[config.mk]
export PLATFORM = sky130hd
export DESIGN_NAME = arbiter
export DESIGN_NICKNAME = d
export VERILOG_FILES = /design/src/rtl/arbiter_pkg.sv /design/src/rtl/arbiter_channel.sv /design/src/rtl/arbiter.sv
export SDC_FILE = /design/constraint.sdc
export NUM_CORES = 1
export LEC_CHECK = 0
export ABC_AREA = 0
export CAP_MARGIN = 15
export CORE_AREA = 2 2 646 648
export CTS_CLUSTER_SIZE = 25
export DETAILED_ROUTE_END_ITERATION = 7
export DIE_AREA = 0 0 648 650
export RECOVER_POWER = 50
export SLEW_MARGIN = 5
export SYNTH_ARGS = -nofsm -noshare
export SYNTH_HDL_FRONTEND = slang
export SYNTH_SLANG_ARGS = --single-unit
[constraint.sdc]
create_clock -name clk -period 9.3 [get_ports clk]
set_clock_uncertainty 0.05 [all_clocks]
set_input_delay 1.86 -clock clk [delete_from_list [all_inputs] [get_ports clk]]
set_output_delay 1.86 -clock clk [all_outputs]
set_load 0.03 [all_outputs]
[src/rtl/arbiter_pkg.sv]
// Shared types and grant helpers for the N-client read/write arbiter.
// Helpers work on a fixed-width client vector; callers zero-extend and truncate.
package arbiter_pkg;

    localparam int MAX_CLIENTS = 64;

    typedef logic [MAX_CLIENTS-1:0] client_vec_t;

    typedef enum logic {
        CH_IDLE,
        CH_BUSY
    } ch_state_t;

    // First requester at or after ptr, wrapping modulo n; returns one-hot.
    function automatic client_vec_t rr_pick(client_vec_t req, int unsigned n, int unsigned ptr);
        client_vec_t pick;
        logic        found;
        int unsigned k;
        pick  = '0;
        found = 1'b0;
        for (int i = 0; i < MAX_CLIENTS; i++) begin
            k = ptr + unsigned'(i);
            if (k >= n) k = k - n;
            if (unsigned'(i) < n && !found && req[k]) begin
                pick[k] = 1'b1;
                found   = 1'b1;
            end
        end
        return pick;
    endfunction

    function automatic int unsigned onehot_to_idx(client_vec_t oh);
        int unsigned idx;
        idx = 0;
        for (int i = 0; i < MAX_CLIENTS; i++)
            if (oh[i]) idx = idx | unsigned'(i);
        return idx;
    endfunction

endpackage

[src/rtl/arbiter_channel.sv]
// One arbitration channel: combinational grant when idle, locked grant until completion.
// Define ARBITER_FIXED_PRIORITY_EN for lowest-index-wins instead of round-robin.
module arbiter_channel
    import arbiter_pkg::*;
#(
    parameter int NUM_CLIENTS = 8
) (
    input  logic                   clk,
    input  logic                   rst,
    input  logic [NUM_CLIENTS-1:0] req,
    input  logic                   complete,
    output logic [NUM_CLIENTS-1:0] grant,
    output logic [NUM_CLIENTS-1:0] strobe
);

    localparam int BIT_CLIENTS = (NUM_CLIENTS > 1) ? $clog2(NUM_CLIENTS) : 1;

    ch_state_t              state, state_nxt;
    logic [NUM_CLIENTS-1:0] lock_q, lock_nxt;

`ifdef ARBITER_FIXED_PRIORITY_EN
    always_comb begin
        grant     = '0;
        state_nxt = state;
        lock_nxt  = lock_q;
        if (!rst) begin
            if (state == CH_BUSY) grant = lock_q & req;
            else                  grant = NUM_CLIENTS'(rr_pick(client_vec_t'(req), NUM_CLIENTS, 0));
        end
        strobe = grant & {NUM_CLIENTS{complete}};
        if (|grant && !complete) begin
            state_nxt = CH_BUSY;
            lock_nxt  = grant;
        end else begin
            state_nxt = CH_IDLE;
        end
    end
`else
    logic [BIT_CLIENTS-1:0] ptr_q, ptr_nxt;
    int unsigned            win;

    always_comb begin
        grant     = '0;
        state_nxt = state;
        lock_nxt  = lock_q;
        ptr_nxt   = ptr_q;
        win       = 0;
        if (!rst) begin
            if (state == CH_BUSY) grant = lock_q & req;
            else                  grant = NUM_CLIENTS'(rr_pick(client_vec_t'(req), NUM_CLIENTS, 32'(ptr_q)));
        end
        strobe = grant & {NUM_CLIENTS{complete}};
        if (|grant) begin
            if (complete) begin
                // Winner moves to the back of the queue.
                win       = onehot_to_idx(client_vec_t'(grant));
                state_nxt = CH_IDLE;
                ptr_nxt   = (win + 1 >= unsigned'(NUM_CLIENTS)) ? '0 : BIT_CLIENTS'(win + 1);
            end else begin
                state_nxt = CH_BUSY;
                lock_nxt  = grant;
            end
        end else begin
            // Covers a locked client withdrawing: release, pointer untouched.
            state_nxt = CH_IDLE;
        end
    end

    always_ff @(posedge clk or posedge rst) begin
        if (rst) ptr_q <= '0;
        else     ptr_q <= ptr_nxt;
    end
`endif

    always_ff @(posedge clk or posedge rst) begin
        if (rst) begin
            state  <= CH_IDLE;
            lock_q <= '0;
        end else begin
            state  <= state_nxt;
            lock_q <= lock_nxt;
        end
    end

endmodule

[src/rtl/arbiter.sv]
// N-client arbiter: independent read and write channels onto one memory port.
// Build option: ARBITER_FIXED_PRIORITY_EN selects fixed priority in both channels.
module arbiter
    import arbiter_pkg::*;
#(
    parameter int NUM_CLIENTS           = 8,
    parameter int ADDR_SIZE             = 16,
    parameter int WRITE_DATA_SIZE       = 32,
    parameter int READ_DATA_SIZE        = 512,
    parameter int HAVE_UPSTREAM_ARBITER = 1
) (
    input  logic                       clk,
    input  logic                       rst,
    input  logic [NUM_CLIENTS-1:0]     client_read_en,
    input  logic [ADDR_SIZE-1:0]       client_read_addr  [NUM_CLIENTS],
    input  logic [NUM_CLIENTS-1:0]     client_write_en,
    input  logic [ADDR_SIZE-1:0]       client_write_addr [NUM_CLIENTS],
    input  logic [WRITE_DATA_SIZE-1:0] client_write_data [NUM_CLIENTS],
    input  logic [READ_DATA_SIZE-1:0]  mem_read_data,
    input  logic                       upstream_read_valid,
    input  logic                       upstream_write_done,
    output logic [READ_DATA_SIZE-1:0]  client_read_data,
    output logic [NUM_CLIENTS-1:0]     client_read_valid,
    output logic [NUM_CLIENTS-1:0]     client_write_done,
    output logic                       mem_read_en,
    output logic [ADDR_SIZE-1:0]       mem_read_addr,
    output logic                       mem_write_en,
    output logic [ADDR_SIZE-1:0]       mem_write_addr,
    output logic [WRITE_DATA_SIZE-1:0] mem_write_data
);

    localparam bit NO_UPSTREAM = (HAVE_UPSTREAM_ARBITER == 0);

    logic [NUM_CLIENTS-1:0] client_read_grants;
    logic [NUM_CLIENTS-1:0] client_write_grants;
    logic                   read_complete, write_complete;

    // Without an upstream arbiter the memory finishes in the grant cycle.
    assign read_complete  = upstream_read_valid | NO_UPSTREAM;
    assign write_complete = upstream_write_done | NO_UPSTREAM;

    arbiter_channel #(.NUM_CLIENTS(NUM_CLIENTS)) u_read_ch (
        .clk      (clk),
        .rst      (rst),
        .req      (client_read_en),
        .complete (read_complete),
        .grant    (client_read_grants),
        .strobe   (client_read_valid)
    );

    arbiter_channel #(.NUM_CLIENTS(NUM_CLIENTS)) u_write_ch (
        .clk      (clk),
        .rst      (rst),
        .req      (client_write_en),
        .complete (write_complete),
        .grant    (client_write_grants),
        .strobe   (client_write_done)
    );

    assign client_read_data = mem_read_data;
    assign mem_read_en      = |client_read_grants;
    assign mem_write_en     = |client_write_grants;

    always_comb begin
        mem_read_addr  = '0;
        mem_write_addr = '0;
        mem_write_data = '0;
        for (int i = 0; i < NUM_CLIENTS; i++) begin
            if (client_read_grants[i])  mem_read_addr  = mem_read_addr  | client_read_addr[i];
            if (client_write_grants[i]) begin
                mem_write_addr = mem_write_addr | client_write_addr[i];
                mem_write_data = mem_write_data | client_write_data[i];
            end
        end
    end

endmodule

Yosys cells after proc, flatten, opt, wreduce, memory -nomap -nowiden
Index checks and enable logic that the tools add are counted.
- output and inout bits: 594
- input port bits: 1044
- word-level logic and storage cells: 429
- register bits after elaboration: 24
- bitwise gates (word level): 41
- $lt $le $gt $ge: 50
- add/subtract/negate cells: 32
- muxes and demuxes: 250
- reductions and logical operators: 50
- operators by type and width (operator ; count):
    32-bit 2-to-1 mux ; 60
    32-bit by 1-bit greater-or-equal comparator with 1-bit output (second input constant) ; 16
    32-bit by 4-bit greater-or-equal comparator with 1-bit output (second input constant) ; 16
    32-bit by 7-bit < comparator with 1-bit output (second input constant) ; 16
    32-bit by 4-bit subtractor with 32-bit output (second input constant) ; 14
    8-bit 2-to-1 mux ; 48
    16-bit 2-to-1 mux ; 16
    16-bit bitwise OR ; 14
    32-bit bitwise OR ; 7
    8-bit bitwise OR ; 14
    1-bit binary-select mux with 6-bit select ; 16
    1-bit demux with 6-bit select ; 16
    1-bit 2-to-1 mux ; 80
    32-bit by 1-bit adder with 32-bit output (second input constant) ; 2
    3-bit by 3-bit adder with 4-bit output (second input constant) ; 8
    8-bit bitwise AND ; 4
    1-bit logical AND ; 30
    3-bit 2-to-1 mux ; 10
    3-bit by 2-bit adder with 4-bit output (second input constant) ; 4
    8-bit OR reduction ; 2
    1-bit zero test ; 14
    3-bit by 4-bit subtractor with 5-bit output (second input constant) ; 2
    3-bit by 1-bit adder with 4-bit output (second input constant) ; 2
    3-bit by 4-bit greater-or-equal comparator with 1-bit output (second input constant) ; 2
    3 further kinds ; 10

Logic depth before layout (Yosys ltp)
- depth in word-level cells: 59
- mapped depth: 19

By module
A second synthesis with hierarchy kept.
- cell total of the unflattened synthesis: 1397
- area total of the unflattened synthesis: 11111.9 um^2
- by module, submodules not included (module ; instances ; seq. area each (um^2) ; area each (um^2) ; cells each):
    arbiter ; 1 ; 0.0 ; 6467.5 ; 894
    arbiter_channel at u_read_ch ; 1 ; 300.3 ; 2338.5 ; 258
    arbiter_channel at u_write_ch ; 1 ; 300.3 ; 2306.0 ; 245

Least setup slack after synthesis
Ideal clock, no wire load.
- path type: input -> output
- from: input client_read_en[7]
- to: output mem_read_addr[10]
- buffers on the path: 3
- data arrival time: 4.863 ns
- setup slack: 2.527 ns
- stages on the path: 11
- cell sequence: clkbuf_1 mux4_2 mux2_2 or4_1 o221ai_1 o31ai_1 a31oi_1 clkbuf_1 clkbuf_1 a22oi_1 nand3_1
- word-level cells in the longest chain between the ends: 55
- elaborated cells between the ends (all ways): 98
- RTL lines (what ; line ; source):
    start, declared ; arbiter.sv:14 ; input logic [NUM_CLIENTS-1:0] client_read_en,
    1-bit binary-select mux with 6-bit select ; arbiter_pkg.sv:24 ; if (unsigned'(i) < n && !found && req[k]) begin
    1-bit 2-to-1 mux (not written as such) ; arbiter_pkg.sv:24 ;
    1-bit 2-to-1 mux ; arbiter_pkg.sv:24 ;
    1-bit 2-to-1 mux ; arbiter_channel.sv:49 ; if (state == CH_BUSY) grant = lock_q & req;
    1-bit 2-to-1 mux ; arbiter_channel.sv:48 ; if (!rst) begin
    1-bit zero test ; arbiter_pkg.sv:24 ;
    1-bit logical AND ; arbiter_pkg.sv:24 ;
    1-bit 2-to-1 mux ; arbiter_pkg.sv:24 ;
    [... 39 more ...] ; -- ;
    16-bit bitwise OR ; arbiter.sv:69 ; if (client_read_grants[i]) mem_read_addr = mem_read_addr | client_read_addr[i];
    16-bit 2-to-1 mux ; arbiter.sv:69 ;
    16-bit bitwise OR ; arbiter.sv:69 ;
    16-bit 2-to-1 mux ; arbiter.sv:69 ;
    16-bit bitwise OR ; arbiter.sv:69 ;
    16-bit 2-to-1 mux ; arbiter.sv:69 ;
    16-bit bitwise OR ; arbiter.sv:69 ;
    16-bit 2-to-1 mux * ; arbiter.sv:69 ;
    end, declared ; arbiter.sv:26 ; output logic [ADDR_SIZE-1:0] mem_read_addr,
Mark *: on every way between the ends. The rest lies on a longest branch, timed or not. The select of a mux whose other input is x is not followed.

Final worst setup path
- from: input client_write_en[3]
- to: output mem_write_addr[1]
- word-level cells in the longest chain between the ends: 55
- elaborated cells between the ends (all ways): 98
- RTL lines (what ; line ; source):
    start, declared ; arbiter.sv:16 ; input logic [NUM_CLIENTS-1:0] client_write_en,
    1-bit binary-select mux with 6-bit select ; arbiter_pkg.sv:24 ;
    1-bit 2-to-1 mux (not written as such) ; arbiter_pkg.sv:24 ;
    1-bit 2-to-1 mux ; arbiter_pkg.sv:24 ;
    1-bit 2-to-1 mux ; arbiter_channel.sv:49 ;
    1-bit 2-to-1 mux ; arbiter_channel.sv:48 ;
    1-bit zero test ; arbiter_pkg.sv:24 ;
    1-bit logical AND ; arbiter_pkg.sv:24 ;
    1-bit 2-to-1 mux ; arbiter_pkg.sv:24 ;
    [... 39 more ...] ; -- ;
    16-bit bitwise OR ; arbiter.sv:71 ; mem_write_addr = mem_write_addr | client_write_addr[i];
    16-bit 2-to-1 mux ; arbiter.sv:70 ; if (client_write_grants[i]) begin
    16-bit bitwise OR ; arbiter.sv:71 ;
    16-bit 2-to-1 mux ; arbiter.sv:70 ;
    16-bit bitwise OR ; arbiter.sv:71 ;
    16-bit 2-to-1 mux ; arbiter.sv:70 ;
    16-bit bitwise OR ; arbiter.sv:71 ;
    16-bit 2-to-1 mux * ; arbiter.sv:70 ;
    end, declared ; arbiter.sv:28 ; output logic [ADDR_SIZE-1:0] mem_write_addr,
Marks and branches as above.

==> summary.txt <==
Run status
  • Status: complete, but fails checks
  • Failing checks: DRC

Global route
  • Gr ovfl total: 0
  • Vias in the first global route: ~13000
  • Pin count of the biggest net entering global routing: 38
  • Initial antenna violation count: approximately 260
  • Total GRT Usage: 0.159
  • First-pass GRT wire length: around 380000 um

Drt
  • ANT nets after route: 0
  • Avg WL per Cell: 50.0 um
  • Via density: roughly 2.0
  • DR vias: 14070
  • # DRC: 5
  • Starting DRT DRC Count: between 1500 and 2000
  • TritonRoute pass-1 iters: 8
  • Detailed Route WL: 349000 um

Timing
  • Crit path time final: 8.99 ns
  • Unrepaired setup endpoints after global routing: no
  • Peak Freq: 0.111 GHz
  • Final setup vio count: 0
  • Count of final hold-check violations: 0
  • Sum Neg Setup Slack: 0 ns
  • Tightest Pin Transition: 0.936 ns
  • Tcrit/Tclk final: 0.967
  • Relative slew slack: 0.358
  • Final Max Slew Viols: 0

CTS
  • Setup bufs post-CTS: 0
  • Root buffer cell: clkbuf_16
  • CTS tree: yes
  • # resized after CTS: 0
  • Hold buffers post-CTS: 0
  • Clock-pin slew on the worst setup and hold paths: about 0.060 ns
  • Clock tree buffer depth: 2
  • Worst skew pair latency: 0.27 ns
  • Inserted Clock Buffers: 3
  • Num Clock Sinks: 24
  • H-tree lvl count: 1

Yosys
  • Ys Warns: 0
  • Unique masters post-synth: a little over 80
  • Share of the synthesized area in the top cell type: 0.362
  • Async SR Flop Fraction: 1.00
  • Synthesized area: 0.0107 sq mm
  • Synth Area per Inst: ~7.7 sq um
  • Post-synth EDFFs: 0
  • Post-synth net total: 2458
  • Yosys top cell by area: buf_4
  • Synth Instances: between 1000 and 1500
  • Top_reg_cell synth: dfrtp_1
  • Top cells by area, synth: buf_4 (36%), a222oi_1 (6.0%), mux4_2 (5.9%), dfrtp_1 (5.6%), a221oi_1 (5.4%)
  • Sequential area share after synthesis: 0.0562
  • Yosys reg bits: 24

Placed design
  • Gpl congestion: between 0.9 and 1
  • Port bufs: 613
  • Post-DP HPWL: between 300000 and 400000 um

Floorplan
  • Die width: 648 um
  • FP Rows: 237
  • Die area: 0.421 sq mm
  • I/O pins: 1638
  • Die height: 650 um
  • Core area: 0.415 sq mm
  • Initial Util: 0.0258

Power
  • Leak pwr: 5.24 nW
  • Power density over cell area: between 300 and 400 mW/mm^2
  • VDD IR-drop max: 0.145 mV
  • Total Power: 6.49 mW

Critical path
  • Slowest stage delay, CP: 0.76 ns
  • Worst Path Buf+Inv: 4
  • Crit-path slowest cell: mux2i_1
  • Worst EP required: ~7.4 ns
  • Critical path peak fanout: 27
  • Top delay family on crit path: compound AO/OA/AOI/OAI gates
  • Most common cell on crit path: buf_4
  • Worst setup EP type: primary output
  • Crit start category: input pin
  • Setup CP Type: in -> out
  • Arrival time worst endpoint: 7.08 ns
  • CP cell instances: clkdlybuf4s50_1 -> mux4_2 -> mux2i_1 -> a31oi_1 -> a211oi_1 -> a311oi_4 -> buf_12 -> buf_4 -> a222oi_1 -> nand3_1 -> buf_4

Job
  • Max-capacitance violation count: 0

Final layout
  • Area Growth Syn to Fin: 88.7%
  • Multi-input logic area: slightly below 0.006 sq mm
  • Final Net Count: 2532
  • Register area: 601 sq um
  • Fin util: 0.0486
  • Filler instances: around 49000
  • Layout cells sized above 1: 0.127

Min path
  • HP Class: reg -> reg
==> per-stage QoR <==
step	std cells	hold slack (ns)	setup slack (ns)	instance area [sq um]
2_1_floorplan	1388	0.399	2.53	10700
3_3_place_gp	6954	0.427	0.226	20100
3_5_place_dp	6954	0.429	0.305	20100
4_1_cts	6957	0.442	0.291	20100
5_1_grt	6964	0.462	0.161	20100
6_report	6973	0.437	0.307	20200
==> worst reg2reg max path, cell delays in order (launching register included) <==
cell	delay, ns
dfrtp_1	0.33
buf_4	0.28
inv_1	0.22
ha_1	0.67
mux4_2	0.62
mux2_2	0.36
a2111oi_4	0.64
and2_1	0.25
a31oi_1	0.13
a311oi_4	0.80
buf_4	0.44
nor3_2	0.13
nand4_2	0.14
nand2_4	0.11
mux2_1	0.33
==> cells in the mapped netlist, types with 3 or more instances <==
cell type and instances:
a22oi_1 18, o221ai_1 3, mux2i_1 21, a211oi_1 5, o31a_1 4, nand2_1 108
o21ai_1 5, a222oi_1 64, and2_1 24, a21oi_1 24, a31oi_1 11, buf_4 516
dfrtp_1 24, a221o_1 4, mux4_2 28, and4_1 4, a21o_1 3, and3_1 4
buf_2 12, or4_1 3, o21ai_0 4, mux2_4 6, a21boi_0 3, mux2_1 6
mux2_2 12, o31ai_1 6, nor3_1 9, nor3b_1 3, a22o_1 53, a221oi_1 66
buf_1 5, ha_1 26, clkbuf_1 66, nor2b_1 7, nand3_1 88, o211ai_1 6
nand4_1 10, inv_1 33, nor2_1 38
==> sequential cells by signal, summed over array words and instances, names as in the netlist <==
name	flops
u_read_ch.lock_q	8
u_write_ch.lock_q	8
u_read_ch.ptr_q	3
u_write_ch.ptr_q	3
u_read_ch.state	1
u_write_ch.state	1
==> final timing paths <==
| check | slack (ns) | cells after the start | to | startpoint |
|---|---|---|---|---|
| worst min-delay path | 0.44 | 1 | u_read_ch.lock_q[6] | u_read_ch.lock_q[6] |
| worst min register to register | 0.44 | 1 | u_read_ch.lock_q[6] | u_read_ch.lock_q[6] |
| worst max-delay path | 0.31 | 11 | mem_write_addr[1] | client_write_en[3] |
| min in group asynchronous | 2.40 | 2 | u_write_ch.lock_q[3] | rst |
| worst max register to register | 3.68 | 14 | u_read_ch.lock_q[4] | u_read_ch.ptr_q[1] |
| max in group asynchronous | 5.76 | 3 | u_read_ch.ptr_q[0] | rst |
==> layer usage <==
layer  routed length, um  global-route usage  up-vias
li1                    -                   -     4836
met1               63600              0.0850     6115
met2              166000               0.272     2245
met3              106000               0.225      694
met4               12000              0.0376      180
met5                1960              0.0152        -
==> power by group <==
group	internal [mW]	switching, mW	leakage (nW)
sequential	0.147	0.0653	0.308
combinational	1.94	4.24	4.90
clock	0.0571	0.0391	0.0371
==> cell usage in the layout, fill, tap and decap left out, types with 4 or more instances in the layout <==
master,netlist,routed
mux2_4,6,6
ha_1,26,26
inv_1,33,33
nand4_1,10,10
a221o_1,4,4
and3_1,4,4
nand3_1,88,88
buf_4,516,91
and2_1,24,24
nor2_1,38,38
mux2i_1,21,21
a22oi_1,18,18
o211ai_1,6,6
a222oi_1,64,64
nand2_1,108,108
clkdlybuf4s50_1,0,561
o21ai_0,4,4
a21oi_1,24,24
diode_2,0,16
and4_1,4,4
mux2_1,6,6
mux2_2,12,12
a22o_1,53,53
nor3_1,9,9
a211oi_1,5,5
a31oi_1,11,8
o31ai_1,6,6
dfrtp_1,24,24
mux4_2,28,28
o21ai_1,5,5
nor2b_1,7,7
a221oi_1,66,65
buf_12,0,12
==> cell families after synthesis <==
family	Yosys count	share of synthesized area
multiplexers	74	0.107
AND/OR/NAND/NOR	316	0.145
flip-flops	24	0.0562
XOR/XNOR	3	0.00246
AO/OA/AOI/OAI	312	0.254
buffers and inverters	633	0.405
adder cells (fa/ha/maj)	26	0.0304
==> layout make-up <==
| cell class | count | share of cell area |
|---|---|---|
| well taps | 5497 | 0.341 |
| repair buffers | 668 | 0.325 |
| flip-flops and latches | 24 | 0.0298 |
| inverters | 34 | 0.00633 |
| clock buffers | 3 | 0.00372 |
| diodes | 16 | 0.00198 |
| multi-input cells | 731 | 0.292 |
No activity file was read; power rests on OpenSTA's default activity.
